==> src/rtl/seq_divider_16bits_pkg.sv <==
// seq_divider_16bits_pkg: widths, FSM encodings and divide-by-zero constants for the sequential divider
package seq_divider_16bits_pkg;
    localparam int WIDTH = 16;
    localparam int CNT_W = 5;
    localparam logic [1:0] S_IDLE = 2'd0;
    localparam logic [1:0] S_RUN = 2'd1;
    localparam logic [1:0] S_DONE = 2'd2;
    localparam logic [WIDTH-1:0] DBZ_QUOTIENT = 16'hFFFF;
    localparam logic [CNT_W-1:0] ITER_LAST = CNT_W'(WIDTH - 1);
endpackage

==> src/rtl/seq_divider_16bits_adder.sv <==
// adder_16bits: 16-bit ripple add/sub; ctr=1 subtracts (a - b) and co is then the not-borrow flag
module adder_16bits
    import seq_divider_16bits_pkg::*;
(
    input  logic [WIDTH-1:0] a,
    input  logic [WIDTH-1:0] b,
    input  logic             ctr,
    output logic [WIDTH-1:0] s,
    output logic             co
);
    logic [WIDTH:0] c;
    assign c[0] = ctr;
    assign co = c[WIDTH];
    for (genvar i = 0; i < WIDTH; i++) begin : g_fa
        logic bx;
        assign bx = b[i] ^ ctr;
        assign s[i] = a[i] ^ bx ^ c[i];
        assign c[i+1] = (a[i] & bx) | (c[i] & (a[i] ^ bx));
    end
endmodule

==> src/rtl/seq_divider_16bits.sv <==
// seq_divider_16bits: unsigned restoring divider, one quotient bit per clock, start/done handshake
module seq_divider_16bits
    import seq_divider_16bits_pkg::*;
(
    input  logic             clk,
    input  logic             rst,
    input  logic             start,
    input  logic [WIDTH-1:0] dividend,
    input  logic [WIDTH-1:0] divisor,
    output logic             busy,
    output logic             done,
    output logic [WIDTH-1:0] quotient,
    output logic [WIDTH-1:0] remainder,
    output logic             div_by_zero
);
    logic [1:0] state;
    logic [CNT_W-1:0] cnt;
    logic [WIDTH-1:0] q, r, d, s, r_next, q_next;
    logic [WIDTH:0] t;
    logic co, ok;

    assign t = {r, q[WIDTH-1]};
    adder_16bits u_sub (.a(t[WIDTH-1:0]), .b(d), .ctr(1'b1), .s(s), .co(co));
    // T[16] set means T >= 2^16 > D, so the subtraction is always taken
    assign ok = t[WIDTH] | co;
    assign r_next = ok ? s : t[WIDTH-1:0];
    assign q_next = {q[WIDTH-2:0], ok};
    assign busy = state == S_RUN;
    assign done = state == S_DONE;

    always_ff @(posedge clk) begin
        if (rst) begin
            state <= S_IDLE;
            cnt <= '0;
            q <= '0;
            r <= '0;
            d <= '0;
            quotient <= '0;
            remainder <= '0;
            div_by_zero <= 1'b0;
        end else if (state == S_RUN) begin
            q <= q_next;
            r <= r_next;
            cnt <= cnt + 1'b1;
            if (cnt == ITER_LAST) begin
                state <= S_DONE;
                quotient <= q_next;
                remainder <= r_next;
            end
        end else if (start) begin
            d <= divisor;
            q <= dividend;
            r <= '0;
            cnt <= '0;
            div_by_zero <= divisor == '0;
            state <= divisor == '0 ? S_DONE : S_RUN;
            if (divisor == '0) begin
                quotient <= DBZ_QUOTIENT;
                remainder <= dividend;
            end
        end else begin
            state <= S_IDLE;
        end
    end
endmodule

==> config.mk <==
export PLATFORM = sky130hd
export DESIGN_NAME = seq_divider_16bits
export DESIGN_NICKNAME = d
export VERILOG_FILES = /design/src/rtl/seq_divider_16bits_pkg.sv /design/src/rtl/seq_divider_16bits_adder.sv /design/src/rtl/seq_divider_16bits.sv
export SDC_FILE = /design/constraint.sdc
export NUM_CORES = 1
export LEC_CHECK = 0
export CAP_MARGIN = 30
export CORE_AREA = 8 8 99 101
export DETAILED_ROUTE_END_ITERATION = 10
export DIE_AREA = 0 0 107 109
export GPL_ROUTABILITY_DRIVEN = 0
export GPL_TIMING_DRIVEN = 0
export PLACE_DENSITY = 0.85
export SLEW_MARGIN = 20
export SYNTH_ARGS = -nofsm -noshare
export SYNTH_HDL_FRONTEND = slang
export SYNTH_HIERARCHICAL = 1
export SYNTH_SLANG_ARGS = --single-unit
==> constraint.sdc <==
create_clock -name clk -period 8.01 [get_ports clk]
set_input_delay 1.2015 -clock clk [delete_from_list [all_inputs] [get_ports clk]]
set_output_delay 1.2015 -clock clk [all_outputs]
set_load 0.02 [all_outputs]
Yosys cells after proc, flatten, opt, wreduce, memory -nomap -nowiden
Index checks and enable logic that the tools add are counted.

cells by class
  reduce and logical (&&, ||, !) cells = 5
  shifts and indexed selects = 0
  multipliers = 0
  multiplexer cells = 19
  add/sub/neg operators = 1
  divide/modulo/power cells = 0
  magnitude comparators = 0
  equal/unequal tests = 4
  bitwise operators = 97

operators with widths
  operator                                                          number
  16-bit 2-to-1 mux                                                 13
  1-bit bitwise AND                                                 31
  1-bit bitwise XOR                                                 31
  1-bit NOT                                                         18
  1-bit bitwise OR                                                  17
  16-bit zero test                                                  1
  5-bit 2-to-1 mux                                                  2
  2-bit 2-to-1 mux                                                  4
  5-bit by 1-bit adder with 5-bit output (second input constant)    1
  5-bit by 4-bit == test with 1-bit output (second input constant)  1
  2-bit nonzero test                                                2
  3-bit AND reduction                                               1
  2-bit by 1-bit == test with 1-bit output (second input constant)  1
  2-bit == test (second input constant)                             1
  2-bit by 1-bit != test with 1-bit output (second input constant)  1
  2-bit AND reduction                                               1

word-level totals
  latch bits = 0
  memory bits (writable) = 0
  word-level logic and storage cells = 134
  bits of input ports = 35
  output and inout bits = 35
  bits in read-only memories = 0
  register bits = 88
  memories = 0

Depth between registers and ports, before layout
Gate-level depths: netlist of the first run.

  depth after elaboration = 37
  gate-level depth with buffers = 27
  mapped depth without buffers = 23

By module
Netlist of the first run, hierarchy kept.

modules (own cells, without submodules)
  module              instances  cells an instance  area an instance (µm²)  seq. area each (µm²)
  seq_divider_16bits  1          408                3689.8                  1761.7
  adder_16bits        1          63                 590.6                   0.0

Worst setup path after synthesis of the first run
OpenSTA, ideal clock, no wires.

  path type = register to register
  from = register d[1]
  to = register remainder[0]
  setup time = 0.057 ns
  data required time = 7.953 ns
  cell stages (with the launch flop) = 26
  path buffers = 2
  period minus slack after synthesis = 6.941 ns
  setup slack = 1.069 ns
  arrival time = 6.883 ns
  path through = dfxtp_1 -> xnor2_1 -> fa_1 -> fa_1 -> fa_1 -> fa_1 -> fa_1 -> fa_1 -> fa_1 -> fa_1 -> fa_1 -> fa_1 -> fa_1 -> fa_1 -> inv_1 -> fa_1 -> inv_1 -> fa_1 -> inv_1 -> fa_1 -> or2_2 -> clkbuf_1 -> clkbuf_1 -> nand3_1 -> a31oi_1 -> mux2_4

on the way
  cells in the longest elaborated chain, start to end = 36
  elaborated cells on any way between the ends = 37
  those cells by class = 3 x mux; 34 x bitwise

RTL lines
  element                       RTL line                        text
  from (decl)                   seq_divider_16bits.sv:18        logic [WIDTH-1:0] q, r, d, s, r_next, q_next;
  from (signal assigned)        seq_divider_16bits.sv:51        d <= divisor;
  1-bit NOT (no source line) *  n/a
  1-bit bitwise XOR             seq_divider_16bits_adder.sv:18  assign c[i+1] = (a[i] & bx) | (c[i] & (a[i] ^ bx));
  1-bit bitwise AND             seq_divider_16bits_adder.sv:18
  1-bit bitwise OR *            seq_divider_16bits_adder.sv:18
  1-bit bitwise AND *           seq_divider_16bits_adder.sv:18
  1-bit bitwise OR *            seq_divider_16bits_adder.sv:18
  1-bit bitwise AND *           seq_divider_16bits_adder.sv:18
  1-bit bitwise OR *            seq_divider_16bits_adder.sv:18
  [... 21 more ...]             n/a
  1-bit bitwise OR *            seq_divider_16bits_adder.sv:18
  1-bit bitwise AND *           seq_divider_16bits_adder.sv:18
  1-bit bitwise OR *            seq_divider_16bits_adder.sv:18
  via co                        seq_divider_16bits.sv:20        logic co, ok;
  1-bit bitwise OR *            seq_divider_16bits.sv:25        assign ok = t[WIDTH] | co;
  16-bit 2-to-1 mux *           seq_divider_16bits.sv:26        assign r_next = ok ? s : t[WIDTH-1:0];
  16-bit 2-to-1 mux *           seq_divider_16bits.sv:45        if (cnt == ITER_LAST) begin
  16-bit 2-to-1 mux *           seq_divider_16bits.sv:41        end else if (state == S_RUN) begin
  to (signal assigned)          seq_divider_16bits.sv:48        remainder <= r_next;
  to (signal assigned)          seq_divider_16bits.sv:59        remainder <= dividend;
  to (decl)                     seq_divider_16bits.sv:13        output logic [WIDTH-1:0] remainder,

The timed path passes the listed nets; every way through them passes the cells marked *. The select of a mux whose other input is x is not followed.
A chain may end at the register's enable or synchronous reset.

Final worst setup path of the first run
  from = register q[15]
  to = register remainder[14]

on the way
  cells in the longest elaborated chain, start to end = 36
  elaborated cells on any way between the ends = 38
  those cells by class = 3 x mux; 35 x bitwise

RTL lines
  element                                                        RTL line                        text
  from (decl)                                                    seq_divider_16bits.sv:18
  from (signal assigned)                                         seq_divider_16bits.sv:42        q <= q_next;
  from (signal assigned)                                         seq_divider_16bits.sv:52        q <= dividend;
  1-bit bitwise AND / 1-bit bitwise XOR (equally long branches)  seq_divider_16bits_adder.sv:18
  1-bit bitwise OR *                                             seq_divider_16bits_adder.sv:18
  1-bit bitwise AND *                                            seq_divider_16bits_adder.sv:18
  1-bit bitwise OR *                                             seq_divider_16bits_adder.sv:18
  1-bit bitwise AND *                                            seq_divider_16bits_adder.sv:18
  1-bit bitwise OR *                                             seq_divider_16bits_adder.sv:18
  1-bit bitwise AND *                                            seq_divider_16bits_adder.sv:18
  1-bit bitwise OR *                                             seq_divider_16bits_adder.sv:18
  [... 21 more ...]                                              n/a
  1-bit bitwise OR *                                             seq_divider_16bits_adder.sv:18
  1-bit bitwise AND *                                            seq_divider_16bits_adder.sv:18
  1-bit bitwise OR *                                             seq_divider_16bits_adder.sv:18
  via co                                                         seq_divider_16bits.sv:20
  1-bit bitwise OR *                                             seq_divider_16bits.sv:25
  16-bit 2-to-1 mux *                                            seq_divider_16bits.sv:26
  16-bit 2-to-1 mux *                                            seq_divider_16bits.sv:45
  16-bit 2-to-1 mux *                                            seq_divider_16bits.sv:41

Marked as above.

==> flow_results.org, run 1 <==
** Clock network
- The clock passes through at most 2 buffers.
- Clock tree from TritonCTS :: done
- CTS root buffer :: sky130_fd_sc_hd__clkbuf_8
- Buffers inserted during clock tree synthesis total 9.
- Total number of clock tree sinks :: 88
- CTS H-tree depth :: 3
- Clock latency on the worst-skew pair :: 0.37 ns
- Clock-pin slew was measured on the worst setup and hold paths at 0.10 ns.
- Count of hold buffers inserted by post-cts repair :: 0

** Setup path
- For the worst flop-to-flop path, the logic depth is 25.
- The worst setup path is of the flip-flop to flip-flop kind.
- STA classifies the critical path startpoint as a flip-flop.
- Internal reg-to-reg setup slack :: 0.38 ns
- Crit. Startpoint :: q[15]
- Arr. time, crit path :: 7.96 ns
- Kind of end point of the critical path :: flip-flop
- Maximum fanout count along the critical path :: 10
- R2r endpoint :: remainder[14]
- STA puts the critical path data required time at 8.34 ns.
- The worst register-to-register path begins at q[15].

** Synthesis
- The mapped netlist covers 4280 um2.
- The number of nets in the synthesized netlist is 523.
- For this run, asynchronously set or reset flops after synthesis account for 0%.
- Predominant post-synthesis flop cell :: sky130_fd_sc_hd__dfxtp_1
- EDFF count, synth :: 0
- Synthesis instantiated 38 different standard cells from the library.
- Sequential elements use 41.2% of the synthesized area.
- Number of cells produced by synthesis :: 471
- During synthesis, Yosys emitted a total of 6 warnings.
- In this run, synthesis produced a sequential element count of 88.
- Per-instance average area after synthesis :: 9.09 um2

** Routing
- For this run, the detailed router's first-pass iteration total came to 5.
- After detailed routing, the average wire length per cell comes to 16.4 um.
- Using the TritonRoute via totals, the vias-per-cell ratio works out to 5.53.
- For this run, design rule violations remaining after detail routing come to 0.
- First-iteration detailed-routing DRC count :: 258
- The final route contains 3,662 vias.
- The detail route stage leaves a number of antenna-violating nets equal to 0.
- The final layout contains routed wiring with a total length of 10,800 um.

** Layout
- With fillers left out, the area of the finished cells amounts to 5270 um2.
- Post-synthesis to final-layout area growth :: 23.2%
- Layout Utilization :: 62.9%
- ANT cells :: 0
- Proportion of layout cells with a drive suffix above 1 :: 12.5%
- The top cell types in the final layout, fill and taps aside, are 88 x sky130_fd_sc_hd__dfxtp_1, 83 x sky130_fd_sc_hd__nand2_1, 67 x sky130_fd_sc_hd__clkdlybuf4s50_1.
- Number of nets in the layout :: 601
- Leaving out fill and tap cells, the most frequent cell in the layout is sky130_fd_sc_hd__dfxtp_1.
- Excluding fillers, the count of instances in the completed layout stands at 662.

** Timing
- Sum of negative setup slack :: 0 ns
- At the pin with the least slew margin, the transition time is 0.756 ns.
- Setup violations remaining at the end of the flow were counted as 0.
- Timing would allow up to 0.131 GHz.
- In this run the tightest slew margin relative to its limit is 49.4%.
- Total count of max-transition violations in the final report :: 0
- The count of endpoints failing hold in the final timing report came to 0.
- Final worst path period share :: 95.3%
- Between clock sinks in the finished design, the worst skew comes to 0.0120 ns.
- Hold slack :: 0.466 ns
- Setup repair after global routing left no endpoint under its margin.
- Subtracting the final worst setup slack from the clock period gives 7.63 ns.

** GRT
- Entering global routing, the biggest net connects 17 pins.
- After global routing the overflow that remains totals 0.
- Total GRT Usage :: 19.3%
- Via count of the first global-routing pass :: 3,775
- The first global-routing pass estimated 18,000 um of wire.
- The number of antenna violations at the first check in global routing was 0.

** Pwr
- Static Leakage :: 2.01 nW
- Total power divided by cell area :: 166 nW/um2
- Across the VDD grid, the largest voltage drop is 131 uV.

** Min path
- Number of cells on the worst hold path :: 2
- Endpoint with the worst hold slack :: div_by_zero
- The worst hold path begins at div_by_zero.
- The min-delay analysis places its worst path in the category flip-flop to flip-flop.

** Run
- Across the run, the number of max-cap violations was 0.

** Floorplanning
- Top Ports :: 70
- Placement row count :: 34
- Core outline area :: 8380 um2
- In this run the horizontal extent of the chip is 107 um.
- The die covers 11,700 um2.
- Starting Density :: 51.1%
- From bottom edge to top edge, the die measures 109 um.

** Place
- Including well taps, the total number of placed cells is 646.
- Total placed instance area :: 5090 um2
- The HPWL after detailed placement is 8200 um.
- Number of buffers added on ports :: 67

** Outcome
- The run finished with clean final reports.
==> final cells by class <==
type                    count  area (um2)
repair buffers             67         671
flip-flops and latches     88        1760
clock buffers              10         138
inverters                  33         124
plain buffers              34         189
fillers                   702        3110
clock inverters             6        48.8
multi-input cells         316        2210
well taps                 108         135
==> what timing repair did <==
action / in CTS / in global routing
setup buffers: 0 / 0
resized for setup: 0 / 2
endpoints found under the setup margin: 0 / 2
==> logic make-up after synthesis <==
logic type / count (synthesis) / share of synthesized area (%)
fa+ha+maj: 17 / 7.60
other cells: 1 / 0.0876
buf+inv: 67 / 7.28
mux: 33 / 8.97
flops: 88 / 41.2
xor+xnor: 16 / 3.27
compound gates: 92 / 15.1
simple gates: 157 / 16.5
==> flip-flops by register name (all words and copies together), names as in the netlist <==
signal	flops
q	16
r	16
remainder	16
cnt	5
state	2
quotient	16
div_by_zero	1
d	16
==> stage by stage <==
step / worst slack (ns) / power [W]
after floorplan: 1.07 / 0.000545
after global placement: 0.531 / 0.000585
after detailed placement: 0.410 / 0.000589
after CTS: 0.377 / 0.000874
after global routing: 0.0870 / 0.000909
final: 0.380 / 0.000876
==> how the worst max path moves through the flow <==
stage	to	slack (ns)
floorplan	remainder[0]	1.07
global placement	remainder[0]	0.53
detailed placement	remainder[0]	0.41
CTS	remainder[0]	0.38
global route	remainder[0]	0.09
finish	remainder[14]	0.38
==> layer usage <==
metal	share of wire, %	up-vias	GRT usage [%]
met3	5.8	26	4.61
met5	0	-	0
met4	2.9	0	8.94
met2	47	125	32.1
li1	-	1763	-
met1	44	1748	23.1
==> cell usage after synthesis (4+ instances only) <==
| cell type | count | area share [%] |
|---|---|---|
| sky130_fd_sc_hd__nand3_1 | 18 | 2.1 |
| sky130_fd_sc_hd__nor2_1 | 25 | 2.2 |
| sky130_fd_sc_hd__o221a_2 | 15 | 3.9 |
| sky130_fd_sc_hd__mux2_2 | 7 | 1.8 |
| sky130_fd_sc_hd__mux2i_1 | 17 | 4.0 |
| sky130_fd_sc_hd__nand2_1 | 83 | 7.3 |
| sky130_fd_sc_hd__inv_1 | 32 | 2.8 |
| sky130_fd_sc_hd__xnor2_1 | 13 | 2.7 |
| sky130_fd_sc_hd__a31oi_1 | 34 | 5.0 |
| sky130_fd_sc_hd__nor2b_1 | 17 | 2.5 |
| sky130_fd_sc_hd__mux2_4 | 9 | 3.2 |
| sky130_fd_sc_hd__nor4_1 | 4 | 0.58 |
| sky130_fd_sc_hd__buf_2 | 8 | 0.94 |
| sky130_fd_sc_hd__dfxtp_1 | 88 | 41 |
| sky130_fd_sc_hd__a211oi_1 | 16 | 2.8 |
| sky130_fd_sc_hd__clkbuf_1 | 18 | 1.6 |
| sky130_fd_sc_hd__a21oi_1 | 22 | 2.6 |
| sky130_fd_sc_hd__fa_1 | 15 | 7.0 |
==> critical path: stages (launching register included) <==
cell	delay [ns]
sky130_fd_sc_hd__dfxtp_1	0.41
sky130_fd_sc_hd__mux2i_1	0.12
sky130_fd_sc_hd__fa_1	0.39
sky130_fd_sc_hd__fa_1	0.41
sky130_fd_sc_hd__fa_1	0.39
sky130_fd_sc_hd__fa_1	0.42
sky130_fd_sc_hd__fa_1	0.40
sky130_fd_sc_hd__fa_1	0.41
sky130_fd_sc_hd__fa_1	0.40
sky130_fd_sc_hd__fa_1	0.38
sky130_fd_sc_hd__fa_1	0.40
sky130_fd_sc_hd__fa_1	0.40
sky130_fd_sc_hd__fa_1	0.40
sky130_fd_sc_hd__fa_1	0.37
sky130_fd_sc_hd__inv_1	0.08
sky130_fd_sc_hd__fa_1	0.18
sky130_fd_sc_hd__inv_1	0.06
sky130_fd_sc_hd__fa_1	0.36
sky130_fd_sc_hd__inv_1	0.09
sky130_fd_sc_hd__fa_1	0.23
sky130_fd_sc_hd__or2_2	0.13
sky130_fd_sc_hd__clkbuf_1	0.31
sky130_fd_sc_hd__clkbuf_2	0.30
sky130_fd_sc_hd__nand3_1	0.14
sky130_fd_sc_hd__a31oi_1	0.24
sky130_fd_sc_hd__mux2_4	0.18
==> report_power, final <==
part | internal [W] | total, W | switching [W]
registers | 0.000451 | 0.000463 | 0.0000118
clock network | 0.000124 | 0.000294 | 0.000170
logic | 0.0000502 | 0.000120 | 0.0000694
total | 0.000626 | 0.000876 | 0.000251
Power figures use the tool's default switching activity.
==> run 2: changes to the inputs <==
--- a/config.mk
+++ b/config.mk
@@ -7,7 +7,7 @@
 export LEC_CHECK = 0
 export CAP_MARGIN = 30
-export CORE_AREA = 8 8 99 101
+export CORE_AREA = 8 8 90 112
 export DETAILED_ROUTE_END_ITERATION = 10
-export DIE_AREA = 0 0 107 109
+export DIE_AREA = 0 0 98 120
 export GPL_ROUTABILITY_DRIVEN = 0
 export GPL_TIMING_DRIVEN = 0
==> constraint.sdc (replaced) <==
create_clock -name clk -period 8.01 [get_ports clk]
set_input_delay 1.2015 -clock clk [delete_from_list [all_inputs] [get_ports clk]]
set_output_delay 1.2015 -clock clk [all_outputs]
set_load 0.05 [all_outputs]
==> run 2 against run 1 <==
Combinational power is essentially flat. Routed wire length up 2.5%. Count of clock-buffer cells in the layout decreased by 1. Critical path depth did not move. Largest power group unchanged. Core utilization decreased by 0.47 points. Die area up 0.83%. Flip-flop and latch count unchanged. Highest routed layer unchanged. Fmax grew 0.45%. Setup slack improved by 0.035 ns. Global-route usage fell by 0.20 points.
==> flow_results.org, run 2 (synthesis gave the netlist of run 1 again) <==
** Outcome
- The flow ran to the end, and the final reports show no timing, DRC or antenna violations.

** Clock network
- The hold buffer count at CTS is 0 (unchanged).
- CTS root buffer :: sky130_fd_sc_hd__clkbuf_8
- The number of H-tree branching levels is 3 (unchanged).
- Clock tree from TritonCTS :: done
- Clock slew seen by the registers of the worst setup and hold paths :: 0.09 ns (about the same)
- Num CTS Buffers :: 9 (unchanged)
- Total number of clock tree sinks :: 88 (unchanged)
- Clock latency on the worst-skew pair :: 0.38 ns (about the same)
- The number of buffers inserted by post-CTS setup repair was 0 (unchanged).
- The number of buffers on the longest clock path was 2 (unchanged).

** Routing
- First-iteration detailed-routing DRC count :: 278 (+7.8%)
- Number of detailed-route iterations in the first pass :: 5 (unchanged)
- Per-cell routed wire length :: 17.0 um (+3.7%)
- The wire length after detailed routing came to 11,100 um (+2.5%).
- The total DRC errors in the routed layout was 0 (unchanged).
- The remaining number of nets flagged by the antenna check after routing is 0 (unchanged).
- The ratio of routed vias to standard cells came to 5.61 (+1.5%).
- Vias after detailed routing :: 3,672 (+0.27%)

** GRT
- The pin count of the biggest net entering global routing is 17 (unchanged).
- The first-pass GRT wire length is 18,200 um (+0.88%).
- The total routing resource utilization after global routing is 19.1% (-0.20 points).
- The number of antenna violations at the first check in global routing was 0 (unchanged).
- The remaining global-route overflow is 0 (unchanged).
- Via count of the first global-routing pass :: 3,650 (-3.3%)

** Timing
- Unrepaired setup endpoints after global routing :: false
- Highest clock frequency the design can meet :: 0.132 GHz (+0.45%)
- Final worst path period share :: 94.8% (-0.43 points)
- Total count of max-transition violations in the final report :: 0 (unchanged)
- Worst slew pin tran :: 0.754 ns (-0.00245 ns)
- Worst slew margin :: 49.6% (+0.16 points)
- Count of endpoints failing setup in the final report :: 0 (unchanged)
- Sum of negative setup slack :: 0 ns (unchanged)
- Final setup skew :: 0.0110 ns (-0.000927 ns)
- Crit path time final :: 7.60 ns (-0.0345 ns)
- Hold slack :: 0.471 ns (+0.00510 ns)
- Final count of hold timing violations :: 0 (unchanged)

** Floorplanning
- The standard-cell row count was 38 (+12%).
- The starting density of the core came to 50.9% (-0.21 points).
- Height of the die :: 120 um (+10%)
- Core outline area :: 8420 um2 (+0.42%)
- Area of the die :: 11,800 um2 (+0.83%)
- The count of pins on the block boundary came to 70 (unchanged).
- The die extent in x came to 98 um (-8.4%).

** Setup path
- Among cell families on the critical path, the largest total delay comes from adder cells.
- The largest stage delay on the critical path is 0.42 ns (about the same).
- Kind of end point of the critical path :: flip-flop
- STA classifies the critical path startpoint as a flip-flop.
- The number of cells on the worst reg-to-reg path was 25 (unchanged).
- The endpoint arrival time on the critical path was 7.92 ns (-0.04 ns).
- The required time of the critical path was 8.34 ns (about the same).
- Slowest cell on the critical path :: sky130_fd_sc_hd__dfxtp_1
- Cell mode on critical path :: sky130_fd_sc_hd__fa_1
- The maximum fanout along the worst path came to 10 (unchanged).
- Total number of cells along the worst setup path :: 25 (unchanged)
- Crit path kind :: flip-flop to flip-flop
- The number of buffer and inverter instances along the worst setup path is 5 (unchanged).

** Layout
- Most used cells in the layout excluding fill and tap cells :: 88 x sky130_fd_sc_hd__dfxtp_1, 83 x sky130_fd_sc_hd__nand2_1, 67 x sky130_fd_sc_hd__clkdlybuf4s50_1
- Leading cell type in the layout, fill and taps excluded :: sky130_fd_sc_hd__dfxtp_1
- The net count of the finished layout came to 601 (unchanged).
- Proportion of layout cells with a drive suffix above 1 :: 12.5% (unchanged)
- The final cell area excluding filler cells came to 5260 um2 (-0.33%).
- The share of the core filled with cells is 62.5% (-0.47 points).
- Post-synthesis to final-layout area growth :: 22.8%
- ANT cells :: 0 (unchanged)

** Place
- Hpwl dp :: 8390 um (+2.3%)
- The count of port buffers added during placement came to 67 (unchanged).
- Total placed instance area :: 5080 um2 (-0.20%)

** Min path
- In this run the worst hold path is classified as flip-flop to flip-flop.
- The cell count of the worst hold path is 2 (unchanged).

** Pwr
- The worst vdd rail ir drop is 106 uV (-19%).
- The total power divided by cell area is 167 nW/um2 (+0.47%).
- The total leakage power is 2.01 nW (about the same).
- Final Total Pwr :: 0.000878 W (+0.14%)

** Run
- The max capacitance violation total is 0 (unchanged).
-- run 2: final timing paths --
| path | startpoint | endpoint | slack, ns |
|---|---|---|---|
| worst max-delay path | q[15] | remainder[0] | 0.41 |
| worst min register to register | div_by_zero | div_by_zero | 0.47 |
| worst max register to register | q[15] | remainder[0] | 0.41 |
| worst min-delay path | div_by_zero | div_by_zero | 0.47 |
-- run 2: power by group --
part	internal, W	leakage [nW]	switching, W	total, W
Clock	0.000116	0.0866	0.000178	0.000294
Sequential	0.000451	0.716	0.0000118	0.000463
Combinational	0.0000505	1.20	0.0000705	0.000121
-- run 2: layout make-up --
type | count | area [um2]
sequential | 88 | 1760
multi-input combinational | 316 | 2210
tap | 100 | 125
timing repair buffer | 67 | 671
buffer | 34 | 189
inverter | 33 | 124
fill | 725 | 3160
clock buffer | 9 | 124
clock inverter | 7 | 55.1
-- run 2: repair_timing --
action	CTS	global route
resized for setup	0	2
hold endpoints to repair	0	0
endpoints found under the setup margin	0	3
-- run 2: metrics by stage --
step / instances / worst slack [ns]
after floorplan: 471 / 1.05
after detailed placement: 638 / 0.386
after CTS: 654 / 0.378
after global routing: 654 / 0.119
after global placement: 638 / 0.536
final: 654 / 0.415
-- run 2: per-layer routing --
metal  share of wire [%]  track usage [%]  up-vias
li1                    -                -     1758
met1                  41             21.7     1741
met2                  51             33.4      139
met3                 5.1             3.07       34
met4                 3.4             10.3        0
met5                   0                0        -
-- run 2: worst register-to-register path, cell delays in order, from the launching register on --
cell,delay [ns]
sky130_fd_sc_hd__dfxtp_1,0.42
sky130_fd_sc_hd__mux2i_1,0.13
sky130_fd_sc_hd__fa_1,0.40
sky130_fd_sc_hd__fa_1,0.41
sky130_fd_sc_hd__fa_1,0.40
sky130_fd_sc_hd__fa_1,0.40
sky130_fd_sc_hd__fa_1,0.41
sky130_fd_sc_hd__fa_1,0.41
sky130_fd_sc_hd__fa_1,0.40
sky130_fd_sc_hd__fa_1,0.39
sky130_fd_sc_hd__fa_1,0.39
sky130_fd_sc_hd__fa_1,0.39
sky130_fd_sc_hd__fa_1,0.39
sky130_fd_sc_hd__fa_1,0.39
sky130_fd_sc_hd__inv_1,0.09
sky130_fd_sc_hd__fa_1,0.17
sky130_fd_sc_hd__inv_1,0.05
sky130_fd_sc_hd__fa_1,0.35
sky130_fd_sc_hd__inv_1,0.08
sky130_fd_sc_hd__fa_1,0.23
sky130_fd_sc_hd__or2_2,0.12
sky130_fd_sc_hd__clkbuf_1,0.28
sky130_fd_sc_hd__clkbuf_2,0.30
sky130_fd_sc_hd__nand3_1,0.13
sky130_fd_sc_hd__a31oi_1,0.24
sky130_fd_sc_hd__mux2_4,0.18
==> run 3: changes to the inputs <==
Settings changed: CAP_MARGIN 30 to unset, CORE_AREA 8 8 90 112 to 8 8 84 104, DIE_AREA 0 0 98 120 to 0 0 92 112, DONT_BUFFER_PORTS set to 1, PLACE_DENSITY 0.85 to 0.83.
==> run 3 against run 2 <==
Clock skew is essentially flat. Sequential power is essentially flat. Cell area shrank 12%. Highest routed layer unchanged. Via count shrank 7.3%.
==> flow_results.org, run 3 (synthesis gave the netlist of run 1 again) <==
** GRT
- The via count of the first global-routing pass was 3,306 (-9.4%).
- Total GRT Usage :: 20.2% (+1.2 points)
- Pin count of the biggest net entering global routing :: 15 (-2)
- Overall overflow remaining after global route :: 0 (unchanged)
- The first-pass GRT wire length is 16,600 um (-8.5%).
- The number of antenna violations at the first check in global routing was 0 (unchanged).

** Layout
- Filler instances :: 614 (-15%)
- Number of nets in the layout :: 534 (-11%)
- Most used cells in the layout excluding fill and tap cells :: 88 x sky130_fd_sc_hd__dfxtp_1, 83 x sky130_fd_sc_hd__nand2_1, 34 x sky130_fd_sc_hd__a31oi_1
- The area growth from synthesis to layout is 7.54%.
- The share of the core filled with cells is 64.1% (+1.6 points).
- Proportion of layout cells with a drive suffix above 1 :: 14.0% (+1.5 points)
- Filler-free cell count of the finished design :: 579 (-11%)
- Leaving out fill and tap cells, the most frequent cell in the layout is sky130_fd_sc_hd__dfxtp_1.
- The count of antenna diodes in the layout is 0 (unchanged).

** Clock network
- Total number of clock tree sinks :: 88 (unchanged)
- The clock insertion delay at the later pin of the skew report was 0.37 ns (about the same).
- CTS H-tree depth :: 3 (unchanged)
- CTS root buffer :: sky130_fd_sc_hd__clkbuf_8
- TritonCTS built the clock tree.
- The number of buffers added by the clock tree synthesis step is 9 (unchanged).
- Number of buffers between clock root and the deepest sink :: 2 (unchanged)
- Clock slew seen by the registers of the worst setup and hold paths :: 0.08 ns (about the same)
- Count of hold buffers inserted by post-cts repair :: 0 (unchanged)
- The number of buffers inserted by post-CTS setup repair came to 0 (unchanged).

** Timing
- The max-slew violation count was 0 (unchanged).
- The highest clock rate was 0.131 GHz (-0.18%).
- The slew of the pin with the lowest slew margin was 1.07 ns (+0.312 ns).
- Hold slack :: 0.476 ns (+0.00500 ns)
- The post-layout minimum cycle time was 7.61 ns (+0.0141 ns).
- The count of endpoints failing hold in the final timing report is 0 (unchanged).
- Unrepaired setup endpoints after global routing :: false
- Final worst-path setup slack :: 0.401 ns (-0.0141 ns)
- The count of final setup violators came to 0 (unchanged).
- The setup TNS is 0 ns (unchanged).
- Final worst path period share :: 95.0% (+0.18 points)
- Final setup skew :: 0.0114 ns (+0.000359 ns)
- Worst slew margin :: 28.9% (-21 points)

** Routing
- First-iteration detailed-routing DRC count :: 222 (-20%)
- The detail-routed net length per standard cell came to 17.9 um (+5.5%).
- Number of detailed-route iterations in the first pass :: 5 (unchanged)
- The wire length after detailed routing was 10,400 um (-6.6%).
- Mean number of vias per cell :: 5.88 (+4.7%)
- Drc violations :: 0 (unchanged)
- Vias after detailed routing :: 3,403 (-7.3%)
- The remaining number of nets flagged by the antenna check after routing came to 0 (unchanged).

** Setup path
- Cell type group with the largest total delay on the critical path :: adder cells
- The number of cells on the critical path was 25 (unchanged).
- By startpoint and endpoint, the worst setup path is classified as flip-flop to flip-flop.
- Cell mode on critical path :: sky130_fd_sc_hd__fa_1
- The worst setup path is captured at a flip-flop.
- Worst setup SP type :: flip-flop
- The register-to-register path setup slack was 0.40 ns (about the same).
- Data required time at the worst endpoint :: 8.32 ns (-0.02 ns)
- Worst path max stage delay :: 0.42 ns (about the same)
- The endpoint arrival time on the critical path was 7.92 ns (about the same).
- Number of buffers and inverters on the critical path :: 5 (unchanged)
- For this design, the slowest cell found on the critical path is sky130_fd_sc_hd__dfxtp_1.
- The number of cells on the worst reg-to-reg path was 25 (unchanged).
- Maximum fanout count along the critical path :: 10 (unchanged)

** Place
- The HPWL after detailed placement was 7930 um (-5.4%).
- The number of placed instances with taps included was 563 (-12%).
- The worst slack at placement was 0.346 ns (-0.0397 ns).
- Number of buffers added on ports :: 0 (-100%)

** Floorplanning
- The standard-cell row count was 35 (-7.9%).
- Core outline area :: 7180 um2 (-15%)
- Area of the die :: 10,300 um2 (-12%)
- The count of pins on the block boundary was 70 (unchanged).
- Starting Density :: 59.6% (+8.7 points)
- Height of the die :: 112 um (-6.7%)
- X dimension of the die :: 92 um (-6.1%)

** Pwr
- Total power divided by cell area :: 192 nW/um2 (+15%)
- Static Leakage :: 1.78 nW (-11%)
- The worst vdd rail ir drop came to 147 uV (+38%).

** Min path
- Number of cells on the worst hold path :: 2 (unchanged)
- Worst hold-check path type :: flip-flop to flip-flop

** Outcome
- The run finished with clean final reports.

** Run
- The max capacitance violation total was 0 (unchanged).
run 3: changes by cell type in the layout (fill, tap and decap cells not counted), sizes merged:
cell	before	now
clkbuf	27	30
clkdlybuf4s50	67	0
clkinvlp	2	1
bufinv	0	1
inv	36	34
clkinv	2	1
run 3: what timing repair did:
item | in CTS | in global routing
endpoints found under the hold margin | 0 | 0
gates resized for setup | 0 | 2
setup endpoints to repair | 0 | 3
run 3: path summary, 6_finish.rpt:
kind	start	end
worst max-delay path	q[15]	remainder[0]
worst min-delay path	d[1]	d[1]
worst min register to register	d[1]	d[1]
worst max register to register	q[15]	remainder[0]
run 3: power by group:
part	internal, W	total [W]	leakage, nW	switching (W)
logic	0.0000361	0.0000996	0.961	0.0000634
clock network	0.000162	0.000322	0.103	0.000160
registers	0.000451	0.000462	0.716	0.0000111
total	0.000649	0.000884	1.78	0.000234
run 3: final cells by class:
class	instances	area, um2	share of cell area [%]
Clock inverter	4	51.3	1.11
Sequential cell	88	1760	38.3
Inverter	33	124	2.69
Clock buffer	12	155	3.37
Tap cell	92	115	2.50
Multi-Input combinational cell	316	2210	47.9
Buffer	34	189	4.10
run 3: layer usage:
metal | wire length (um) | share of wire [%] | global-route usage, %
met1 | 4130 | 40 | 23.4
met2 | 4990 | 48 | 32.1
met3 | 822 | 7.9 | 6.66
met4 | 442 | 4.3 | 11.1
met5 | 0 | 0 | 0
run 3: tightest hold or removal path, cell delays in order, from the launching register on:
cell,delay (ns)
sky130_fd_sc_hd__dfxtp_1,0.32
sky130_fd_sc_hd__nand2_1,0.06
sky130_fd_sc_hd__a21oi_1,0.05
run 3: per-stage QoR:
step	power [W]	cell area (um2)
finish	0.000884	4600
global route	0.000917	4600
CTS	0.000882	4600
detailed placement	0.000571	4400
global placement	0.000567	4400
floorplan	0.000546	4280
